`config.mk`:
```
export PLATFORM = sky130hd
export DESIGN_NAME = sprite_rom_arbiter
export DESIGN_NICKNAME = d
export VERILOG_FILES = /design/src/rtl/sprite_pkg.sv /design/src/rtl/sprite_rom_arbiter_rr_pick.sv /design/src/rtl/sprite_rom_arbiter.sv
export SDC_FILE = /design/constraint.sdc
export NUM_CORES = 1
export LEC_CHECK = 0
export CORE_ASPECT_RATIO = 0.8
export CORE_MARGIN = 3
export CORE_UTILIZATION = 32
export DETAILED_ROUTE_END_ITERATION = 16
export GPL_TIMING_DRIVEN = 0
export PLACE_DENSITY = 0.75
export SYNTH_ARGS = -nofsm -noshare
export SYNTH_HDL_FRONTEND = slang
export SYNTH_SLANG_ARGS = --single-unit
```
`constraint.sdc`:
```
create_clock -name vga_clk -period 3.7 [get_ports vga_clk]
set_input_delay 0.74 -clock vga_clk [delete_from_list [all_inputs] [get_ports vga_clk]]
set_output_delay 0.74 -clock vga_clk [all_outputs]
set_load 0.02 [all_outputs]
```
`src/rtl/sprite_pkg.sv`:
```
// Shared types and defaults for the sprite ROM arbiter.
// Read tags travel down the ROM latency pipe.
package sprite_pkg;

    localparam int SPR_AW      = 10;
    localparam int SPR_DW      = 4;
    localparam int SPR_ROM_LAT = 1;
    localparam int SPR_NREQ    = 4;

    // id field sized for the largest supported requester count (8)
    localparam int SPR_NREQ_MAX = 8;
    localparam int SPR_IDW      = $clog2(SPR_NREQ_MAX);

    typedef logic [SPR_IDW-1:0] req_id_t;

    typedef struct packed {
        logic    v;
        req_id_t id;
    } rd_tag_t;

endpackage

```
`src/rtl/sprite_rom_arbiter_rr_pick.sv`:
```
// Rotated priority encoder: first request at or after ptr wins.
// Purely combinational.
module rr_pick #(
    parameter int N  = 4,
    parameter int IW = (N > 1) ? $clog2(N) : 1
) (
    input  logic [N-1:0]  req,
    input  logic [IW-1:0] ptr,
    output logic [N-1:0]  gnt,
    output logic [IW-1:0] id,
    output logic          any
);

    int            j;
    logic [IW-1:0] jj;

    always_comb begin
        gnt = '0;
        id  = '0;
        any = 1'b0;
        j   = 0;
        jj  = '0;
        for (int k = 0; k < N; k++) begin
            j = int'(ptr) + k;
            if (j >= N) begin
                j = j - N;
            end
            jj = IW'(j);
            if (!any && req[jj]) begin
                any     = 1'b1;
                gnt[jj] = 1'b1;
                id      = jj;
            end
        end
    end

endmodule

```
`src/rtl/sprite_rom_arbiter.sv`:
```
// Round-robin sharing of one synchronous sprite ROM between renderers;
// each returned word is tagged back to the requester that was granted.
module sprite_rom_arbiter
    import sprite_pkg::*;
#(
    parameter int NREQ    = SPR_NREQ,
    parameter int AW      = SPR_AW,
    parameter int DW      = SPR_DW,
    parameter int ROM_LAT = SPR_ROM_LAT
) (
    input  logic                 vga_clk,
    input  logic                 reset,
    input  logic                 frame_start,
    input  logic [NREQ-1:0]      req,
    input  logic [NREQ*AW-1:0]   addr,
    output logic [NREQ-1:0]      gnt,
    output logic [AW-1:0]        rom_address,
    input  logic [DW-1:0]        rom_q,
    output logic [DW-1:0]        rdata,
    output logic [NREQ-1:0]      rvalid,
    output logic                 busy
);

    localparam int IW = $clog2(NREQ);

    logic [IW-1:0]   ptr;
    logic [IW-1:0]   ptr_nxt;
    logic [IW-1:0]   win;
    logic [NREQ-1:0] pick_gnt;
    logic            any;
    logic            pipe_any;
    rd_tag_t         pipe [ROM_LAT];
    rd_tag_t         tail;

    rr_pick #(
        .N  (NREQ),
        .IW (IW)
    ) u_pick (
        .req (req),
        .ptr (ptr),
        .gnt (pick_gnt),
        .id  (win),
        .any (any)
    );

    // frame_start takes precedence over the post-grant advance
    always_comb begin
        ptr_nxt = ptr;
        if (any) begin
            if (win == IW'(NREQ - 1)) begin
                ptr_nxt = '0;
            end else begin
                ptr_nxt = win + IW'(1);
            end
        end
        if (frame_start) begin
            ptr_nxt = '0;
        end
    end

    always_comb begin
        gnt         = '0;
        rom_address = '0;
        if (!reset) begin
            gnt = pick_gnt;
            for (int i = 0; i < NREQ; i++) begin
                if (pick_gnt[i]) begin
                    rom_address = addr[i*AW +: AW];
                end
            end
        end
    end

    always_ff @(posedge vga_clk) begin
        if (reset) begin
            ptr <= '0;
            for (int k = 0; k < ROM_LAT; k++) begin
                pipe[k] <= '0;
            end
        end else begin
            ptr       <= ptr_nxt;
            pipe[0].v  <= any;
            pipe[0].id <= req_id_t'(win);
            for (int k = 1; k < ROM_LAT; k++) begin
                pipe[k] <= pipe[k-1];
            end
        end
    end

    assign tail  = pipe[ROM_LAT-1];
    assign rdata = rom_q;

    always_comb begin
        rvalid = '0;
        if (!reset && tail.v) begin
            for (int i = 0; i < NREQ; i++) begin
                rvalid[i] = (tail.id == req_id_t'(i));
            end
        end
    end

    always_comb begin
        pipe_any = 1'b0;
        for (int k = 0; k < ROM_LAT; k++) begin
            pipe_any = pipe_any | pipe[k].v;
        end
    end

    assign busy = pipe_any & ~reset;

endmodule
```
* Word level (Yosys, flattened, before mapping)
Memory sizes are Yosys's and may differ from the RTL's. Index checks and enable logic that the tools add are counted.
Storage, ports and cells: bits in registers 2, RAM bits 3, input port bits 51, output and inout bits 23, word-level logic and storage cells 91, memories kept 1
Cells by class: add/sub/neg operators 8, magnitude comparators 12, equality and inequality tests 4, multiplexer cells 45, bitwise operators 5, reductions and logical operators 15
Memory list:
- pipe | depth 1, bits a word 3, read ports 1, clocked after memory_dff 0, wr ports 2, line sprite_rom_arbiter.sv:32 | rd_tag_t pipe [ROM_LAT];
Operators with widths (number):
- 10-bit two-way mux | 5
- 4-bit two-way mux | 6
- 2-bit two-way mux | 10
- 1-bit two-way mux | 15
- 2-bit by 3-bit < comparator with 1-bit output (second input constant) | 4
- 4-bit bitwise OR | 3
- 3-bit greater-or-equal comparator (second input constant) | 3
- 1-bit binary-select mux with 2-bit select | 4
- 1-bit demux with 2-bit select | 4
- 2-bit by 1-bit greater-or-equal comparator with 1-bit output (second input constant) | 4
- 1-bit logical AND | 8
- 2-bit by 1-bit subtractor with 2-bit output (second input constant) | 4
- 2-bit by 2-bit adder with 3-bit output (second input constant) | 2
- 3-bit by 2-bit == test with 1-bit output (second input constant) | 2
- 1-bit zero test | 4
- 2-bit by 1-bit adder with 3-bit output (second input constant) | 1
- 3-bit by 1-bit == test with 1-bit output (second input constant) | 1
- 2-bit by 3-bit greater-or-equal comparator with 1-bit output (second input constant) | 1
- 3-bit zero test | 1
- 3-bit two-way mux | 1
- 3-bit OR reduction | 1
- 2-bit by 1-bit adder with 2-bit output (second input constant) | 1
- 2-bit == test (second input constant) | 1
- 2-bit OR reduction | 1
- other kinds (2) | 2

* Depth between registers and ports, before layout
depth after elaboration 19, depth in mapped cells 11

* Modules after synthesis
From an unflattened synthesis, not the netlist that was laid out.
Second synthesis, totals: cell total of the unflattened synthesis 123, area, all modules 1026.0 µm²
By module, submodules not included:
- sprite_rom_arbiter | instances 1, cells each 78, area an instance 604.3 µm², sequential area each 100.1 µm²
- rr_pick | instances 1, cells each 45, area an instance 421.7 µm², sequential area each 0.0 µm²

* Worst setup path before layout
OpenSTA, ideal clock, no wires.
kind register to output, from reg ptr[0], to out rom_address[0], arrival 2.902 ns, path slack 0.058 ns, stages on the path, launching flop included 11, buffers on the path 2, cells stage by stage dfxtp_1 buf_6 inv_2 ha_1 buf_2 or3b_1 a2111o_1 a21bo_1 a221oi_4 a221o_1 a32o_1
On the way: word-level cells in the longest chain between the ends 19, elaborated cells between the ends (all ways) 64, those cells by class add/sub (7); order compare (12); mux (32); bitwise (3); reduce/logical (10)
Ends and longest elaborated chain:
- from (decl) | line sprite_rom_arbiter.sv:26 | logic [IW-1:0] ptr;
- from (signal assigned) | line sprite_rom_arbiter.sv:81 | ptr <= ptr_nxt;
- parallel branches: the longest is 13 deep, another holds 2-bit by 1-bit adder with 3-bit output
- 4-bit two-way mux (*) | line sprite_rom_arbiter_rr_pick.sv:29 | if (!any && req[jj]) begin
- 10-bit two-way mux (3 in series) | line sprite_rom_arbiter.sv:67 | if (pick_gnt[i]) begin
- 10-bit two-way mux (*) | line sprite_rom_arbiter.sv:67
- 10-bit two-way mux (*) | line sprite_rom_arbiter.sv:64 | if (!reset) begin
- to (decl) | line sprite_rom_arbiter.sv:17 | output logic [AW-1:0] rom_address,
Mark *: on every way between the ends. The select of a mux whose other input is x is not followed.

* Worst setup path after layout
from in req[3], to out rom_address[9]
On the way: word-level cells in the longest chain between the ends 17, elaborated cells between the ends (all ways) 29, those cells by class mux (20); bitwise (3); reduce/logical (6)
Ends and longest elaborated chain:
- from (decl) | line sprite_rom_arbiter.sv:14 | input logic [NREQ-1:0] req,
- 1-bit binary-select mux with 2-bit select | line sprite_rom_arbiter_rr_pick.sv:29
- 1-bit two-way mux (implied by the code) | line sprite_rom_arbiter_rr_pick.sv:29
- 1-bit two-way mux | line sprite_rom_arbiter_rr_pick.sv:29
- 1-bit zero test | line sprite_rom_arbiter_rr_pick.sv:29
- 1-bit logical AND | line sprite_rom_arbiter_rr_pick.sv:29
- 1-bit two-way mux | line sprite_rom_arbiter_rr_pick.sv:29
- 1-bit zero test | line sprite_rom_arbiter_rr_pick.sv:29
- 1-bit logical AND | line sprite_rom_arbiter_rr_pick.sv:29
- 1-bit two-way mux | line sprite_rom_arbiter_rr_pick.sv:29
- 1-bit zero test | line sprite_rom_arbiter_rr_pick.sv:29
- 1-bit logical AND | line sprite_rom_arbiter_rr_pick.sv:29
- 4-bit two-way mux (*) | line sprite_rom_arbiter_rr_pick.sv:29
- 10-bit two-way mux (3 in series) | line sprite_rom_arbiter.sv:67
- 10-bit two-way mux (*) | line sprite_rom_arbiter.sv:67
- 10-bit two-way mux (*) | line sprite_rom_arbiter.sv:64
Every way passes the cells marked *; elsewhere a longest branch is shown, timed or not. The select of a mux whose other input is x is not followed.

==> impl_metrics.py <==
metrics = {
    "run_status": {
        "outcome": "complete, but fails checks",
        "violations": "negative setup slack",
    },
    "drt": {
        "num_vias": 1396,
        "drt.antenna.violating_nets": 0,
        "wl_um": 4680,
        "firstDrtPassIters": 4,
        "viasPerCell": 5.52,
        "avgRoutedWirePerCell_um": 18.5,
        "first_iter_violations": 108,
        "route.detailed.drc": 0,
    },
    "synth": {
        "synth_edf_count": 0,
        "synth_warnings": 0,
        "synth_common_cells": "a221o_1, a32o_1, nand2b_1",
        "syn_area_per_cell_sq_um": 8.49,
        "syn_nets": 182,
        "synth_cell_types": 43,
        "synthArstFlopShare": 0,
        "synthCells": 124,
        "synth-simple-area-share": 0.251,
        "syn_area_sq_um": 1050,
        "synth_xor_area_frac": 0.00832,
        "synth_top_area_frac": 0.0951,
        "ys.flop_type": "dfxtp_1",
        "ys_seq_area_frac": 0.0951,
        "synth_top_family_by_area": "compound AO/OA/AOI/OAI gates",
        "yosys_register_bits": 5,
        "synth_area_leaders": "a221o_1, a32o_1, dfxtp_1",
        "synth_fa_ha_area_frac": 0.0832,
        "yosysTopAreaCell": "a221o_1",
        "synth_compound_area_frac": 0.377,
        "synth_mux_area_frac": 0.0749,
    },
    "layout": {
        "design_area_sq_um": 2140,
        "multi_input_area_sq_um": 923,
        "antenna_cells": 0,
        "drive_gt1_frac": 0.340,
        "nets": 274,
        "synthToLayoutAreaGrowth_pct": 104,
        "post-route-util": 0.730,
        "seqCellArea_sq_um": 108,
        "n_fill_cell": 203,
    },
    "global_routing": {
        "grt_pass1_wl_um": 7420,
        "grt-ovfl-total": 0,
        "grt_antenna_before_repair": 0,
        "grtUsageTotal": 0.230,
        "grt_max_degree": 11,
        "grt_pass1_vias": 1461,
    },
    "cts": {
        "clockRootBuffer": "clkbuf_8",
        "clock-sinks": 5,
        "worstSkewPairLatency_ns": 0.22,
        "cts.htree.levels": 1,
        "clockBufferDepth": 2,
        "clkSlewWorstSetupHoldPaths_ns": 0.04,
        "numCtsBuffers": 3,
        "cts_hold_buf": 0,
        "cts_tree": "built",
    },
    "critical_path": {
        "worst_ep_required_time_ns": 2.96,
        "setup.worst_path.start_class": "input port",
        "crit_family": "compound AO/OA/AOI/OAI gates",
        "path_class": "input port to primary output",
        "crit_path_start": "req[3]",
        "path_buf_inv": 5,
        "r2r-start": "ptr[0]",
        "max_stage_delay_ns": 0.56,
        "cp-end-kind": "primary output",
        "slowest_stage": "mux4_2",
        "rrSetupSlack_ns": 1.21,
        "path_max_fanout": 6,
        "crit_chain": "clkdlybuf4s15_1 > buf_6 > mux4_2 > buf_6 > a22o_4 > a221oi_4 > buf_16 > a221o_1 > a32o_1 > buf_6",
        "crit_arrival_ns": 3.09,
        "cpMostUsedCell": "buf_6",
    },
    "power": {
        "power.density_nw_per_um2": 353,
        "p_leak_uw": 0.000891,
        "vdd_drop_max_mv": 0.237,
        "power_uw": 757,
    },
    "job": {
        "maxCapViolCount": 0,
    },
    "timing": {
        "drv_slew": 0,
        "fin_skew_ns": 0.00328,
        "setup_viol": 11,
        "max_freq_ghz": 0.261,
        "max-slew-margin-rel": 0.693,
        "period_needed_ns": 3.83,
        "min_period_over_period": 1.03,
        "worstMarginPinSlew_ns": 0.461,
        "final_hold_viol_count": 0,
        "finalHoldWorstSlack_ns": 0.701,
        "setup_tns_ns": -0.962,
        "rsz0062_at_grt": "true",
        "layout_setup_ws_ns": -0.127,
    },
    "floorplan": {
        "initial_core_util": 0.358,
        "die_x_um": 70.1,
        "dieHeight_um": 57.3,
        "row_count": 17,
        "io_pins": 74,
        "coreArea_sq_um": 2940,
        "dieArea_sq_um": 4020,
    },
    "worst_hold_path": {
        "hold_start": "ptr[1]",
        "hp-class": "flop to flop",
    },
    "placed_design": {
        "dp_hpwl_um": 3190,
        "port_buffers": 68,
        "place.gp.congestion": 0.756,
        "place_area_sq_um": 1780,
    },
}
[path summary, 6_finish.rpt]
check	endpoint	cells past startpoint
max	rom_address[9]	10
min	ptr[1]	3
max reg2reg	ptr[1]	9
min reg2reg	ptr[1]	3
[power by group]
part           switching (uW)  internal, uW
logic                     270           320
clock network            26.2          73.9
registers                5.52          61.1
[flip-flops by register name, summed over array words and instances, names as in the netlist]
name and flops:
pipe 3, ptr 2
[per-stage QoR]
step / cells / worst slack [ns]
floorplan: 124 / 0.0583
detailed placement: 230 / -0.963
finish: 253 / -0.127
global route: 253 / -0.190
CTS: 253 / -0.118
global placement: 230 / -0.884
[logic make-up after synthesis]
logic type	count (synthesis)
xor gates and xnor gates	1
and+or+nand+nor	44
DFF	5
buffers and inverters	19
AOI/OAI and AO/OA	44
adders and majority gates	7
muxes	4
[final cells by class]
class | instances | area share
inverters | 4 | 0.00935
repair buffers | 88 | 0.405
clock buffers | 4 | 0.0210
multi-input cells | 100 | 0.431
flip-flops and latches | 5 | 0.0502
well taps | 38 | 0.0222
plain buffers | 14 | 0.0613
[per-layer routing]
metal | track usage | part of all wire
met5 | 0 | 0
met4 | 0.0628 | 0.011
met3 | 0.0317 | 0.049
met2 | 0.419 | 0.53
met1 | 0.284 | 0.41
[worst reg2reg max path, delay by kind of cell, from the launching register on]
family,cells,cell delay [ns]
simple gates,1,0.18
compound gates,3,0.64
buf+inv,3,0.45
xor+xnor,1,0.16
mux,1,0.61
flops,1,0.35
[cells in the final DEF (no fill, tap or decap), types with 4 or more instances in the layout]
master            n
nand2_1           4
nand2b_1         10
ha_1              6
a32o_2            5
a21oi_1           4
nor2b_1           7
clkdlybuf4s50_1  51
a32o_1            5
buf_4            24
a221o_1          10
nor2_1            6
buf_6            17
[timing repair]
action	in CTS	in global routing
gates resized for setup	106	8
endpoints found under the setup margin	14	14
pin swaps	8	4
setup buffers	25	2
gates cloned	2	0
Power figures use the tool's default switching activity.
==> patch (config.mk and constraints unchanged) <==
`SPR_AW`: 10 -> 11.
--- a/src/rtl/sprite_pkg.sv
+++ b/src/rtl/sprite_pkg.sv
@@ -3,5 +3,5 @@
 package sprite_pkg;
 
-    localparam int SPR_AW      = 10;
+    localparam int SPR_AW      = 11;
     localparam int SPR_DW      = 4;
     localparam int SPR_ROM_LAT = 1;
Interface: changed (resized addr and rom_address); port bits go from 74 to 79. No check against the original RTL was run, so the function may have changed too.
==> patch against the original RTL <==
- sequential cell count stayed put
- cell area is 4.3% higher
- area after synthesis is 6.4% higher
- power is 5.4% higher
- maximum frequency is 3.7% higher
- worst setup slack better by 0.13 ns
- combinational power is 6.9% higher
- global-route usage is 1.5 points lower
- routed wire length is 9.0% higher
- critical path depth is 1 lower
==> patch: results <==
set metrics [dict create \
    outcome "completed" \
    synth_mux_area_share_pct 7.039 \
    synthXorXnorAreaFrac_pct 0.7821 \
    synth_area_leaders "a221o_1 9.8%, a32o_1 9.8%, dfxtp_1 8.9%" \
    dr.pass1.iters 5 \
    io_buffers 73 \
    drt_iter0_markers 86 \
    synth_compound_area_share_pct 37.09 \
    worst_clock_skew_ns 0.001410 \
    synthesis.nets 190 \
    worstPathArrival_ns 2.95 \
    layout.nets 293 \
    crit_fanout 9 \
    layout-drive-gt1-share_pct 36.09 \
    yosysSeqAreaShare_pct 8.939 \
    synthDistinctLibCells 44 \
    synth_fa_ha_area_share_pct 7.821 \
    placed_area_um2 1901 \
    grt_pass1_wl_um 7251 \
    max_stage_delay_ns 0.59 \
    wl_um 5102 \
    worst_pin_slew_ns 0.4944 \
    finalSetupViolations 0 \
    place_ws_ns -0.8299 \
    dp.final_hpwl_um 3246 \
    placedCellCount 241 \
    finalNonFillerCells 270 \
    track_usage_pct 21.49 \
]
[patch: layout make-up]
class                           count  area, um^2
Fill cell                         235       985.9
Tap cell                           40       50.05
Buffer                             14       127.6
Timing Repair Buffer              100       948.4
Multi-Input combinational cell    103       937.1
Inverter                            4       18.77
Clock buffer                        4       45.04
Sequential cell                     5       107.6
[patch: cell families after synthesis]
kind of cell | Yosys count
adder cells (fa/ha/maj) | 7
flip-flops | 5
multiplexers | 4
buffers and inverters | 20
AO/OA/AOI/OAI | 46
AND/OR/NAND/NOR | 45
XOR/XNOR | 1
[patch: worst paths after layout]
path                            start                  end  slack [ns]
setup reg to reg  ptr[0]$_SDFFE_PP0P_  ptr[1]$_SDFFE_PP0P_        1.22
hold / removal    ptr[1]$_SDFFE_PP0P_  ptr[1]$_SDFFE_PP0P_        0.52
hold reg to reg   ptr[1]$_SDFFE_PP0P_  ptr[1]$_SDFFE_PP0P_        0.52
setup / recovery               req[2]       rom_address[4]       0.007
[patch: power breakdown]
group          internal [mW]  switching, mW  total [mW]
logic                  0.349          0.282       0.631
clock network         0.0737         0.0243      0.0981
registers             0.0612        0.00812      0.0693
[patch: worst max-delay path, delay by kind of cell]
| family | cells | cell delay (ns) |
|---|---|---|
| and+or+nand+nor | 1 | 0.23 |
| AOI/OAI and AO/OA | 4 | 0.95 |
| buffers and inverters | 3 | 0.43 |
| muxes | 1 | 0.59 |
[patch: layer usage]
metal	vias up	share of wire, %	global-route usage (%)
met4	0	2.4	8.579
met1	742	40	27.37
met5	-	0	0
met3	12	6.4	2.218
met2	76	51	37.22
li1	706	-	-
[patch: repair_timing]
item                                   4_1_cts  5_1_grt
endpoints found under the hold margin        0        0
setup buffers                               20        6
gates cloned                                 2        0
setup endpoints to repair                   15       12
resized for setup                           99       14
pin swaps                                   19       10
